**config.mk**
```make
export PLATFORM = sky130hd
export DESIGN_NAME = mem_write_arbiter
export DESIGN_NICKNAME = d
export VERILOG_FILES = /design/src/rtl/mem_arb_pkg.sv /design/src/rtl/rr_arbiter.sv /design/src/rtl/mem_write_arbiter.sv
export SDC_FILE = /design/constraint.sdc
export NUM_CORES = 1
export LEC_CHECK = 0
export ABC_AREA = 0
export CORE_AREA = 10 10 636 638
export DETAILED_ROUTE_END_ITERATION = 16
export DIE_AREA = 0 0 646 648
export SLEW_MARGIN = 15
export SYNTH_ARGS = -nofsm -noshare
export SYNTH_HDL_FRONTEND = slang
export SYNTH_HIERARCHICAL = 1
export SYNTH_SLANG_ARGS = --single-unit
```
**constraint.sdc**
```tcl
create_clock -name clk_ram -period 2.9 [get_ports clk_ram]
set_input_delay 0.29 -clock clk_ram [delete_from_list [all_inputs] [get_ports clk_ram]]
set_output_delay 0.29 -clock clk_ram [all_outputs]
set_load 0.02 [all_outputs]
```
**src/rtl/mem_arb_pkg.sv**
```systemverilog
// rtl/mem_arb_pkg.sv - MIG command codes and FSM state type for the memory write arbiter
package mem_arb_pkg;

    localparam logic [2:0] MIG_CMD_WRITE = 3'b000;
    localparam logic [2:0] MIG_CMD_READ  = 3'b001;

    typedef enum logic [1:0] {
        ARB_IDLE,
        ARB_DATA,
        ARB_CMD
    } arb_state_e;

endpackage

```
**src/rtl/rr_arbiter.sv**
```systemverilog
// rtl/rr_arbiter.sv - combinational round-robin search starting at a pointer, wrapping modulo NUM_REQ
module rr_arbiter #(
    parameter int NUM_REQ = 4,
    parameter int IDX_W   = (NUM_REQ > 1) ? $clog2(NUM_REQ) : 1
) (
    input  logic [NUM_REQ-1:0] req,
    input  logic [IDX_W-1:0]   ptr,
    output logic [IDX_W-1:0]   grant,
    output logic               hit
);

    logic [IDX_W-1:0] cand;

    always_comb begin
        grant = ptr;
        hit   = 1'b0;
        cand  = '0;
        // Walk from the farthest candidate back to ptr so the nearest requester wins.
        for (int k = NUM_REQ - 1; k >= 0; k--) begin
            cand = IDX_W'((int'(ptr) + k) % NUM_REQ);
            if (req[cand]) begin
                grant = cand;
                hit   = 1'b1;
            end
        end
    end

endmodule

```
**src/rtl/mem_write_arbiter.sv**
```systemverilog
// rtl/mem_write_arbiter.sv - N-port round-robin burst write arbiter driving a MIG-style app_* interface
module mem_write_arbiter
    import mem_arb_pkg::*;
#(
    parameter int NUM_PORTS   = 4,
    parameter int DATA_WIDTH  = 256,
    parameter int ADDR_WIDTH  = 29,
    parameter int BURST_WORDS = 2,
    parameter int CNT_WIDTH   = 10,
    parameter int PERF_WIDTH  = 32
) (
    input  logic                            clk_ram,
    input  logic                            rst_n,
    input  logic [NUM_PORTS-1:0]            port_enable,
    input  logic [NUM_PORTS-1:0]            cmd_valid,
    input  logic [NUM_PORTS*ADDR_WIDTH-1:0] cmd_addr,
    output logic [NUM_PORTS-1:0]            cmd_ready,
    input  logic [NUM_PORTS*CNT_WIDTH-1:0]  data_words,
    input  logic [NUM_PORTS-1:0]            data_valid,
    input  logic [NUM_PORTS*DATA_WIDTH-1:0] data,
    output logic [NUM_PORTS-1:0]            data_ready,
    output logic [ADDR_WIDTH-1:0]           app_addr,
    output logic [2:0]                      app_cmd,
    output logic                            app_en,
    input  logic                            app_rdy,
    output logic [DATA_WIDTH-1:0]           app_wdf_data,
    output logic [DATA_WIDTH/8-1:0]         app_wdf_mask,
    output logic                            app_wdf_wren,
    output logic                            app_wdf_end,
    input  logic                            app_wdf_rdy,
    output logic                            busy,
    output logic                            burst_done,
    output logic [NUM_PORTS*PERF_WIDTH-1:0] burst_count
);

    localparam int IDX_W = $clog2(NUM_PORTS);
    localparam int WL_W  = $clog2(BURST_WORDS + 1);

    arb_state_e             state_q;
    logic [IDX_W-1:0]       grant_q;
    logic [IDX_W-1:0]       rr_ptr_q;
    logic [WL_W-1:0]        words_left_q;
    logic [ADDR_WIDTH-1:0]  app_addr_q;
    logic                   app_en_q;
    logic [DATA_WIDTH-1:0]  wdf_data_q;
    logic                   wdf_wren_q;
    logic                   wdf_end_q;
    logic                   burst_done_q;
    logic [PERF_WIDTH-1:0]  count_q [NUM_PORTS];

    logic [ADDR_WIDTH-1:0]  addr_arr [NUM_PORTS];
    logic [DATA_WIDTH-1:0]  data_arr [NUM_PORTS];
    logic [NUM_PORTS-1:0]   eligible;

    for (genvar i = 0; i < NUM_PORTS; i++) begin : g_port
        assign addr_arr[i] = cmd_addr[i*ADDR_WIDTH +: ADDR_WIDTH];
        assign data_arr[i] = data[i*DATA_WIDTH +: DATA_WIDTH];
        assign eligible[i] = port_enable[i] & cmd_valid[i]
                           & (data_words[i*CNT_WIDTH +: CNT_WIDTH] >= CNT_WIDTH'(BURST_WORDS));
        assign burst_count[i*PERF_WIDTH +: PERF_WIDTH] = count_q[i];
    end

    logic [IDX_W-1:0] arb_grant;
    logic             arb_hit;

    rr_arbiter #(
        .NUM_REQ (NUM_PORTS),
        .IDX_W   (IDX_W)
    ) u_rr_arbiter (
        .req   (eligible),
        .ptr   (rr_ptr_q),
        .grant (arb_grant),
        .hit   (arb_hit)
    );

    logic data_ready_d;
    logic beat_load_d;
    logic end_accept_d;
    logic [IDX_W-1:0] rr_next_d;

    assign data_ready_d = (state_q == ARB_DATA) && (words_left_q != '0) && (!wdf_wren_q || app_wdf_rdy);
    assign beat_load_d  = data_ready_d && data_valid[grant_q];
    assign end_accept_d = wdf_wren_q && wdf_end_q && app_wdf_rdy;
    assign rr_next_d    = (arb_grant == IDX_W'(NUM_PORTS - 1)) ? '0 : arb_grant + 1'b1;

    // The address pop is combinational in the grant cycle; gating with rst_n keeps it quiet during reset.
    assign cmd_ready  = (rst_n && (state_q == ARB_IDLE) && arb_hit) ? (NUM_PORTS'(1) << arb_grant) : '0;
    assign data_ready = data_ready_d ? (NUM_PORTS'(1) << grant_q) : '0;

    assign app_addr     = app_addr_q;
    assign app_cmd      = MIG_CMD_WRITE;
    assign app_en       = app_en_q;
    assign app_wdf_data = wdf_data_q;
    assign app_wdf_mask = '0;
    assign app_wdf_wren = wdf_wren_q;
    assign app_wdf_end  = wdf_end_q;
    assign busy         = (state_q != ARB_IDLE);
    assign burst_done   = burst_done_q;

    always_ff @(posedge clk_ram or negedge rst_n) begin
        if (!rst_n) begin
            state_q      <= ARB_IDLE;
            grant_q      <= '0;
            rr_ptr_q     <= '0;
            words_left_q <= '0;
            app_addr_q   <= '0;
            app_en_q     <= 1'b0;
            wdf_data_q   <= '0;
            wdf_wren_q   <= 1'b0;
            wdf_end_q    <= 1'b0;
            burst_done_q <= 1'b0;
            for (int i = 0; i < NUM_PORTS; i++) begin
                count_q[i] <= '0;
            end
        end else begin
            burst_done_q <= 1'b0;
            case (state_q)
                ARB_IDLE: begin
                    if (arb_hit) begin
                        grant_q      <= arb_grant;
                        app_addr_q   <= addr_arr[arb_grant];
                        rr_ptr_q     <= rr_next_d;
                        words_left_q <= WL_W'(BURST_WORDS);
                        state_q      <= ARB_DATA;
                    end
                end
                ARB_DATA: begin
                    if (beat_load_d) begin
                        wdf_data_q   <= data_arr[grant_q];
                        wdf_wren_q   <= 1'b1;
                        wdf_end_q    <= (words_left_q == WL_W'(1));
                        words_left_q <= words_left_q - 1'b1;
                    end else if (wdf_wren_q && app_wdf_rdy) begin
                        wdf_wren_q <= 1'b0;
                        wdf_end_q  <= 1'b0;
                    end
                    // Command goes out only after the last beat has been taken by the memory.
                    if (end_accept_d) begin
                        app_en_q <= 1'b1;
                        state_q  <= ARB_CMD;
                    end
                end
                ARB_CMD: begin
                    if (app_rdy) begin
                        app_en_q          <= 1'b0;
                        burst_done_q      <= 1'b1;
                        count_q[grant_q]  <= count_q[grant_q] + 1'b1;
                        state_q           <= ARB_IDLE;
                    end
                end
                default: state_q <= ARB_IDLE;
            endcase
        end
    end

endmodule

```
# Word-level counts from Yosys, hierarchy flattened
# Index checks and enable logic that the tools add are counted.
[word_totals]
elab_cells = 124
reg_bits = 425
[classes]
n_addsub = 6
n_lt_le_gt_ge = 12
shift = 2
reduce_logical = 24
n_bitwise = 10
n_eq_ne = 8
n_mux = 48
[ops]
columns = ["cell", "count"]
rows = [
  ["binary-select mux 256 bit (select 2 bit)", 1],
  ["2-to-1 mux 256 bit", 2],
  ["bitwise mux 128 bit", 1],
  ["2-to-1 mux 32 bit", 3],
  ["binary-select mux 32 bit (select 2 bit)", 1],
  ["demux 32 bit (select 2 bit)", 1],
  ["binary-select mux 29 bit (select 2 bit)", 1],
  ["2-to-1 mux 29 bit", 2],
  [">= comparator 10 x 2 -> 1 bit, second input constant", 4],
  ["adder 32 x 1 -> 32 bit, second input constant", 1],
  ["2-to-1 mux 2 bit", 10],
  ["2-to-1 mux 1 bit", 16],
  ["< comparator 2 x 3 -> 1 bit, second input constant", 5],
  ["binary-select mux 1 bit (select 2 bit)", 5],
  ["nonzero test 2 bit", 5],
  ["logical AND 1 bit", 9],
  ["AND reduction 3 bit", 3],
  ["bitwise AND 1 bit", 8],
  ["2-to-1 mux 4 bit", 2],
  ["inequality test 2 bit, second input constant", 4],
  ["AND reduction 2 bit", 4],
  ["<< shifter 1 x 2 -> 4 bit, first input constant", 2],
  [">= comparator 3 bit, second input constant", 2],
  ["inverter 2 -> 3 bit", 2],
  ["other kinds (12)", 16],
]

# Logic depth before layout (Yosys ltp)
# Gate-level depths: netlist of the first run.
[depth]
ltp_word = 12
depth_mapped = 11

# Cells and area by module
# Netlist of the first run, hierarchy kept.
[by_module_without_submodules]
columns = ["mod", "instances", "area_each_um2", "cells_per_inst"]
rows = [
  ["mem_write_arbiter", 1, 24422.2, 1695],
  ["rr_arbiter", 1, 100.1, 16],
]

# Least setup slack after synthesis of the first run
# OpenSTA, ideal clock, no wires.
[synth_path]
path_type = "input port to output port"
start = "in data_words[6]"
end = "out cmd_ready[1]"
path_buffers = 1
t_arrival_ps = 2385
t_required_ps = 2610
cell_stages = 9
path_slack_ps = 225
path_cell_list = "nor4_1 > a31oi_1 > and2b_2 > or4_1 > nand2_1 > clkbuf_1 > inv_1 > ha_1 > and3_1"
[synth_via]
elab_chain_cells = 10
word_cells_on_any_way = 21
classes_between = "1 x order compare; 1 x shift; 17 x mux; 1 x bitwise; 1 x reduce/logical"
[synth_rtl]
columns = ["item", "line", "source"]
rows = [
  ["start: declaration", "mem_write_arbiter.sv:18", "input logic [NUM_PORTS*CNT_WIDTH-1:0] data_words,"],
  [">= comparator 10 x 2 -> 1 bit (*)", "mem_write_arbiter.sv:59", "& (data_words[i*CNT_WIDTH +: CNT_WIDTH] >= CNT_WIDTH'(BURST_WORDS));"],
  ["bitwise AND 1 bit (*)", "mem_write_arbiter.sv:59", ""],
  ["named net eligible[0]", "mem_write_arbiter.sv:53", "logic [NUM_PORTS-1:0] eligible;"],
  ["binary-select mux 1 bit (select 2 bit)", "rr_arbiter.sv:21", "if (req[cand]) begin"],
  ["2-to-1 mux 1 bit (implied by the code)", "rr_arbiter.sv:21", ""],
  ["2-to-1 mux 2 bit (3 in a row)", "rr_arbiter.sv:21", ""],
  ["2-to-1 mux 2 bit (*)", "rr_arbiter.sv:21", ""],
  ["named net arb_grant[1]", "mem_write_arbiter.sv:63", "logic [IDX_W-1:0] arb_grant;"],
  ["<< shifter 1 x 2 -> 4 bit (*)", "mem_write_arbiter.sv:87", "assign cmd_ready = (rst_n && (state_q == ARB_IDLE) && arb_hit) ? (NUM_PORTS'(1) << arb_grant) : '0;"],
  ["2-to-1 mux 4 bit (*)", "mem_write_arbiter.sv:87", ""],
  ["end: declaration", "mem_write_arbiter.sv:17", "output logic [NUM_PORTS-1:0] cmd_ready,"],
]
# The timed path passes the listed nets; every way through them passes the cells marked *. The select of a mux whose other input is x is not followed.

# Final worst setup path of the first run
[layout_path]
start = "in data_words[6]"
end = "out cmd_ready[3]"
# Same word-level chain as after synthesis.

==> flow_metrics.py, run 1 <==
metrics = {
    "clock_network": {
        "tritoncts": "yes",
        "clock-sinks": 425,
        "clk_path_buf_depth": 3,
        "numCtsBuffers": 57,
        "clock_latency_ns": 0.80,
        "path_clk_slew_ns": 0.06,
        "htree_levels": 2,
        "cts_root_buf": "clkbuf_16",
    },
    "detailed_routing": {
        "ant_nets": 0,
        "wl_um": 384000,
        "routed-wl-met2_um": 180000,
        "wl_met3_um": 58500,
        "detail_route.first_pass.iterations": 7,
        "dr.first_iter.drc_count": 2390,
        "wl_met1_um": 120000,
        "drc": 0,
        "wl_per_cell_um": 42.6,
        "routed_via_density": 3.03,
        "highest_layer": "met5",
        "route.vias.total": 27300,
    },
    "pwr": {
        "vdd.ir_drop.worst_v": 0.000507,
        "p_seq_share_pct": 21.7,
        "sw_frac_of_total_pct": 42.1,
        "powerDensity_nw_per_um2": 852,
        "p_total_mw": 44.3,
        "combinationalPowerShare_pct": 60.9,
        "switching_power_mw": 18.7,
        "p_leak_nw": 18.4,
        "intPower_mw": 25.6,
        "clock_power_share_pct": 17.4,
    },
    "sta": {
        "rsz0062_at_grt": "true",
        "drv_slew": 0,
        "period_minus_slack_ns": 2.99,
        "final-hold-violation-count": 0,
        "max_freq_ghz": 0.334,
        "finalSetupViolations": 3,
        "period_share_pct": 103,
        "slew_headroom_pct": 40.2,
        "skew_ns": 0.0470,
        "fin_tns_setup_ns": -0.197,
        "setup_ws_ns": -0.0925,
        "tightest_slew_ns": 0.893,
    },
    "setup_path": {
        "crit_buf_inv": 5,
        "cp_top_family": "simple AND/OR/NAND/NOR gates",
        "crit_type": "input port to output pin",
        "required_ns": 2.61,
        "end_kind": "output pin",
        "crit_chain": "buf_6 -> nor4_4 -> buf_4 -> a31oi_4 -> buf_8 -> and2b_2 -> or4_4 -> nand2_8 -> buf_12 -> ha_4 -> and3_4 -> buf_12",
        "crit_slowest_cell": "or4_4",
        "crit_path_frequent_cell": "buf_12",
        "crit_arrival_ns": 2.70,
        "reg2reg_slack_ns": 0.02,
        "start_kind": "input port",
        "cpPeakStageDelay_ns": 0.55,
        "worstPathMaxFanout": 5,
    },
    "global_route": {
        "grt_pass1_vias": 25300,
        "grt_usage_pct": 17.4,
        "grt_max_degree": 97,
        "grt_pass1_wl_um": 438000,
        "antenna_found_initial": 608,
        "grt_overflow": 0,
    },
    "synth": {
        "synth_cell_types": 58,
        "synth_area_leaders": "dfrtp_1 43%, mux4_2 28%, mux2_2 12%",
        "synthSimpleGateAreaFrac_pct": 6.65,
        "synth_fa_ha_area_share_pct": 0.357,
        "synth_top_area_share_pct": 43.4,
        "async_flop_share_pct": 100,
        "synth.avg_cell_area_sq_um": 14.3,
        "netlist_area_sq_um": 24500,
        "synth_top_family_by_area": "multiplexers",
        "synthMuxAreaShare_pct": 41.5,
        "yosys_warnings": 6,
        "synth.yosys.seq_area_share_pct": 43.4,
        "synth-seq-cells": 425,
        "synth_xor_area_share_pct": 1.07,
        "syn_inst": 1711,
        "synth_compound_area_share_pct": 2.98,
        "synth_edf_count": 0,
        "synth_flop_cell": "dfrtp_1",
        "synth_top_area_cell": "dfrtp_1",
    },
    "worst_hold_path": {
        "worstHoldPathType": "input port to register",
    },
    "outcome": {
        "failed_checks": "negative setup slack",
        "status": "finished with violations",
    },
    "layout": {
        "n_fill_cell": 44300,
        "final_layout_size_suffix_gt1_share_pct": 28.9,
        "final_area_sq_um": 52000,
        "final_cells": 9006,
        "area.growth.synth_to_final_pct": 112,
        "final_nets": 4680,
    },
    "placement": {
        "dp_hpwl_um": 352000,
        "place_ws_ns": -1.28,
        "placed_area_sq_um": 48200,
        "numPortBuffers": 1617,
        "dp.cells": 8590,
        "place_congestion": 1.04,
    },
    "floorplanning": {
        "placementRows": 230,
        "ios": 1657,
        "floorplan.initialDensity_pct": 6.27,
        "chipWidth_um": 646,
        "dieArea_sq_um": 419000,
        "core_area_sq_um": 391000,
        "dieHeight_um": 648,
    },
    "job": {
        "maxCapViolations": 0,
    },
}
[synth_stat cells, drive strengths merged, types with 2 or more instances]
cell	number
or3	2
dfrtp	425
nor2b	2
mux4	318
inv	12
and2	2
o21ai	38
buf	111
nand4	9
and2b	3
nand3b	4
clkbuf	60
xor2	10
a31oi	5
a21oi	94
or4	2
nor4	10
mux2i	2
and3	5
nand2b	6
mux2	261
ha	7
nor2	116
nand3	10
nand2	152
nor3b	2
nor3	13
xnor2	20
[per-layer routing]
metal	global-route usage, %	up-vias
met1	16.5	13300
met4	8.48	284
met2	28.7	2192
li1	-	10400
met5	0.686	-
met3	12.0	1087
[power groups by stage]
stage	Combinational, mW	Sequential [mW]	Clock (mW)
floorplan	10.1	12.0	0
global placement	26.2	9.64	0
detailed placement	26.3	9.71	0
CTS	27.3	9.59	8.03
global route	28.2	9.87	8.16
finish	27.0	9.62	7.71
[cell families after synthesis]
| kind of cell | after synthesis |
|---|---|
| muxes | 581 |
| AOI/OAI and AO/OA | 141 |
| and+or+nand+nor | 343 |
| adders and majority gates | 7 |
| other | 1 |
| DFF | 425 |
| buffers and inverters | 183 |
| xor gates and xnor gates | 30 |
[metrics by stage]
stage               util [%]  hold slack (ns)
floorplan                  -         -0.00559
global placement        12.3            0.460
detailed placement      12.3            0.461
CTS                     13.0           0.0319
global route            13.2            0.108
finish                  13.3            0.151
[placed cells by master, fill, tap and decap left out, drive strengths merged, types with 3 or more instances in the layout]
cell,n
mux2,261
ha,7
clkinvlp,4
conb,35
nor2,116
xnor2,20
buf,250
nand3b,4
clkdlybuf4s50,1576
inv,18
clkinv,14
dfrtp,425
mux4,318
bufinv,4
nand2,152
diode,266
nor4,10
nand3,10
a31oi,5
and3,5
a21oi,94
clkbuf,76
nand4,9
and2b,3
dlygate4sd2,4
nor3,13
xor2,10
nand2b,6
o21ai,38
dlymetal6s2s,8
[path summary, 6_finish.rpt]
check | endpoint | from | cells past startpoint
setup / recovery | cmd_ready[3] | data_words[6] | 12
hold / removal | state_q[1] | app_rdy | 2
setup reg to reg | burst_count[28] | grant_q[0] | 9
hold reg to reg | app_addr[11] | app_addr[11] | 2
max in group asynchronous | app_wdf_data[218] | rst_n | 4
min in group asynchronous | burst_count[86] | rst_n | 3
[registers in the layout, summed over array words and instances (netlist names)]
| register | cells |
|---|---|
| app_en | 1 |
| app_wdf_data | 256 |
| burst_done | 1 |
| app_wdf_end | 1 |
| burst_count | 128 |
| app_wdf_wren | 1 |
| state_q | 2 |
| rr_ptr_q | 2 |
| grant_q | 2 |
| app_addr | 29 |
| words_left_q | 2 |
[area by class of cell]
cell class,count,area [sq um],share of cell area [%]
Clock inverter,28,333,0.640
Timing Repair Buffer,1844,18600,35.8
Clock buffer,74,1590,3.06
Multi-Input combinational cell,1137,13600,26.1
Tap cell,5220,6530,12.6
Sequential cell,425,10600,20.5
Inverter,12,50.0,0.0962
Antenna cell,266,666,1.28
[timing repair]
item	in CTS	in global routing
pin swaps	20	36
gates resized for setup	111	95
buffers inserted	25	20
hold buffers	1	0
endpoints found under the setup margin	257	76
hold endpoints to repair	216	0
gates cloned	3	1
Power figures use the tool's default switching activity.
==> inputs of run 2 (changes only) <==
- CORE_AREA: 10 10 636 638 -> 10 10 638 640
- DIE_AREA: 0 0 646 648 -> 0 0 648 650
- clock period: 2.9 -> 3.6 ns (I/O delays scaled with it)
==> run 2 against run 1 <==
The flow now finishes without violations. Global-route usage up 0.47 points. Count of clock-buffer cells in the layout up 4. Combinational power down 24%. Clock skew down 0.010 ns. Power down 21%. Register-to-register slack better by 0.52 ns. First-iteration DRC count up 10%. Via count down 1.2%. Clock power down 13%. Final cell count down 2.1%. Design area down 3.8%. Hold slack worse by 0.052 ns. Critical path type unchanged. Highest routed layer unchanged.
==> flow_metrics.py, run 2 (synthesis gave the netlist of run 1 again) <==
metrics = {
    "clock_network": {
        "clk_path_buf_depth": 3,
        "clock-sinks": 425,
        "clock_latency_ns": 0.79,
        "path_clk_slew_ns": 0.07,
        "tritoncts": "yes",
        "numCtsBuffers": 61,
        "cts_root_buf": "clkbuf_16",
        "htree_levels": 2,
    },
    "pwr": {
        "p_total_mw": 35.0,
        "combinationalPowerShare_pct": 58.7,
        "powerDensity_nw_per_um2": 699,
        "p_leak_nw": 17.4,
        "intPower_mw": 20.1,
        "p_seq_share_pct": 22.2,
        "clock_power_share_pct": 19.1,
        "vdd.ir_drop.worst_v": 0.000428,
        "switching_power_mw": 14.9,
        "sw_frac_of_total_pct": 42.7,
    },
    "detailed_routing": {
        "wl_met3_um": 62300,
        "wl_um": 393000,
        "route.vias.total": 27000,
        "drc": 0,
        "ant_nets": 0,
        "dr.first_iter.drc_count": 2635,
        "wl_met1_um": 119000,
        "wl_per_cell_um": 44.5,
        "routed-wl-met2_um": 191000,
        "highest_layer": "met5",
        "routed_via_density": 3.06,
        "detail_route.first_pass.iterations": 5,
    },
    "sta": {
        "tightest_slew_ns": 1.07,
        "slew_headroom_pct": 28.4,
        "finalSetupViolations": 0,
        "rsz0062_at_grt": "false",
        "period_share_pct": 96.2,
        "setup_ws_ns": 0.136,
        "drv_slew": 0,
        "skew_ns": 0.0369,
        "max_freq_ghz": 0.289,
        "period_minus_slack_ns": 3.46,
        "fin_tns_setup_ns": 0,
        "final-hold-violation-count": 0,
    },
    "layout": {
        "final_cell_mix": "1605 x clkdlybuf4s50_1, 423 x dfrtp_1, 305 x mux4_2",
        "final_cells": 8820,
        "largest_reg_flops": 256,
        "final_layout_size_suffix_gt1_share_pct": 23.7,
        "final_common_cell": "clkdlybuf4s50_1",
        "final_nets": 4545,
        "area.growth.synth_to_final_pct": 104,
        "utilization_pct": 12.7,
    },
    "floorplanning": {
        "chipWidth_um": 648,
        "dieArea_sq_um": 421000,
        "floorplan.initialDensity_pct": 6.22,
        "dieHeight_um": 650,
        "ios": 1657,
        "core_area_sq_um": 394000,
        "placementRows": 231,
    },
    "setup_path": {
        "required_ns": 3.24,
        "reg2reg_from": "grant_q[0]",
        "start_kind": "input port",
        "crit_type": "input port to output pin",
        "reg2reg_to": "burst_count[28]",
        "reg2reg_slack_ns": 0.54,
        "worstPathMaxFanout": 11,
        "crit_arrival_ns": 3.10,
        "end_kind": "output pin",
        "rr_worst_depth": 8,
    },
    "global_route": {
        "grt_overflow": 0,
        "antenna_found_initial": 642,
        "grt_usage_pct": 17.9,
        "grt_max_degree": 108,
        "grt_pass1_wl_um": 451000,
        "grt_pass1_vias": 24900,
    },
    "job": {
        "maxCapViolations": 0,
    },
    "placement": {
        "dp.cells": 8518,
        "place_congestion": 0.995,
        "numPortBuffers": 1617,
        "dp_hpwl_um": 363000,
        "place_ws_ns": -0.0719,
    },
    "outcome": {
        "status": "finished clean",
    },
    "worst_hold_path": {
        "worstHoldPathType": "input port to async pin",
    },
}
## run 2: power by group through the flow
stage / logic, mW / clock network [mW] / registers [mW]
floorplan: 8.13 / 0 / 9.64
global placement: 20.9 / 0 / 7.73
detailed placement: 21.0 / 0 / 7.80
CTS: 21.0 / 6.92 / 7.74
global route: 21.4 / 7.02 / 7.96
finish: 20.5 / 6.68 / 7.77
## run 2: stage by stage
step	hold WS (ns)	cell area (sq um)
finish	0.0989	50000
global route	0.0832	49700
CTS	0.0250	49600
detailed placement	0.299	47500
global placement	0.303	47500
floorplan	0.0644	24600
## run 2: how the worst max path moves through the flow
stage | end | start | slack [ns] | depth (start not counted)
floorplan | cmd_ready[1] | data_words[6] | 0.79 | 9
global placement | cmd_ready[0] | cmd_valid[1] | -0.08 | 12
detailed placement | cmd_ready[0] | cmd_valid[1] | -0.07 | 12
CTS | data_ready[1] | state_q[0] | 0.04 | 4
global route | cmd_ready[3] | data_words[16] | 0.08 | 10
finish | cmd_ready[2] | data_words[16] | 0.14 | 10
## run 2: per-layer routing
metal | GRT usage [%] | vias to the layer above
met1 | 16.3 | 13100
met5 | 0 | -
met3 | 12.8 | 1186
li1 | - | 10000
met4 | 6.04 | 332
met2 | 31.1 | 2362
## run 2: what timing repair did
item / in CTS / in global routing
pin swaps: 0 / 1
endpoints found under the setup margin: 3 / 1
gates resized for setup: 4 / 0
setup buffers: 0 / 2
hold endpoints to repair: 94 / 0
hold buffers: 1 / 0
## run 2: critical path, cell delays in order
cell and delay [ns]:
clkdlybuf4s50_1 0.46, nor4_1 0.35, a31oi_2 0.20, buf_12 0.19, or4_1 0.54, nand2_2 0.11
buf_4 0.27, ha_1 0.19, and3_1 0.22, buf_4 0.17
## run 2: cell type report
type,instances,area (sq um)
clock inverters,36,388
inverters,12,45.0
fillers,44600,344000
diodes,185,463
clock buffers,78,1690
multi-input cells,1137,13100
well taps,5242,6560
flip-flops and latches,425,10600
repair buffers,1705,17200
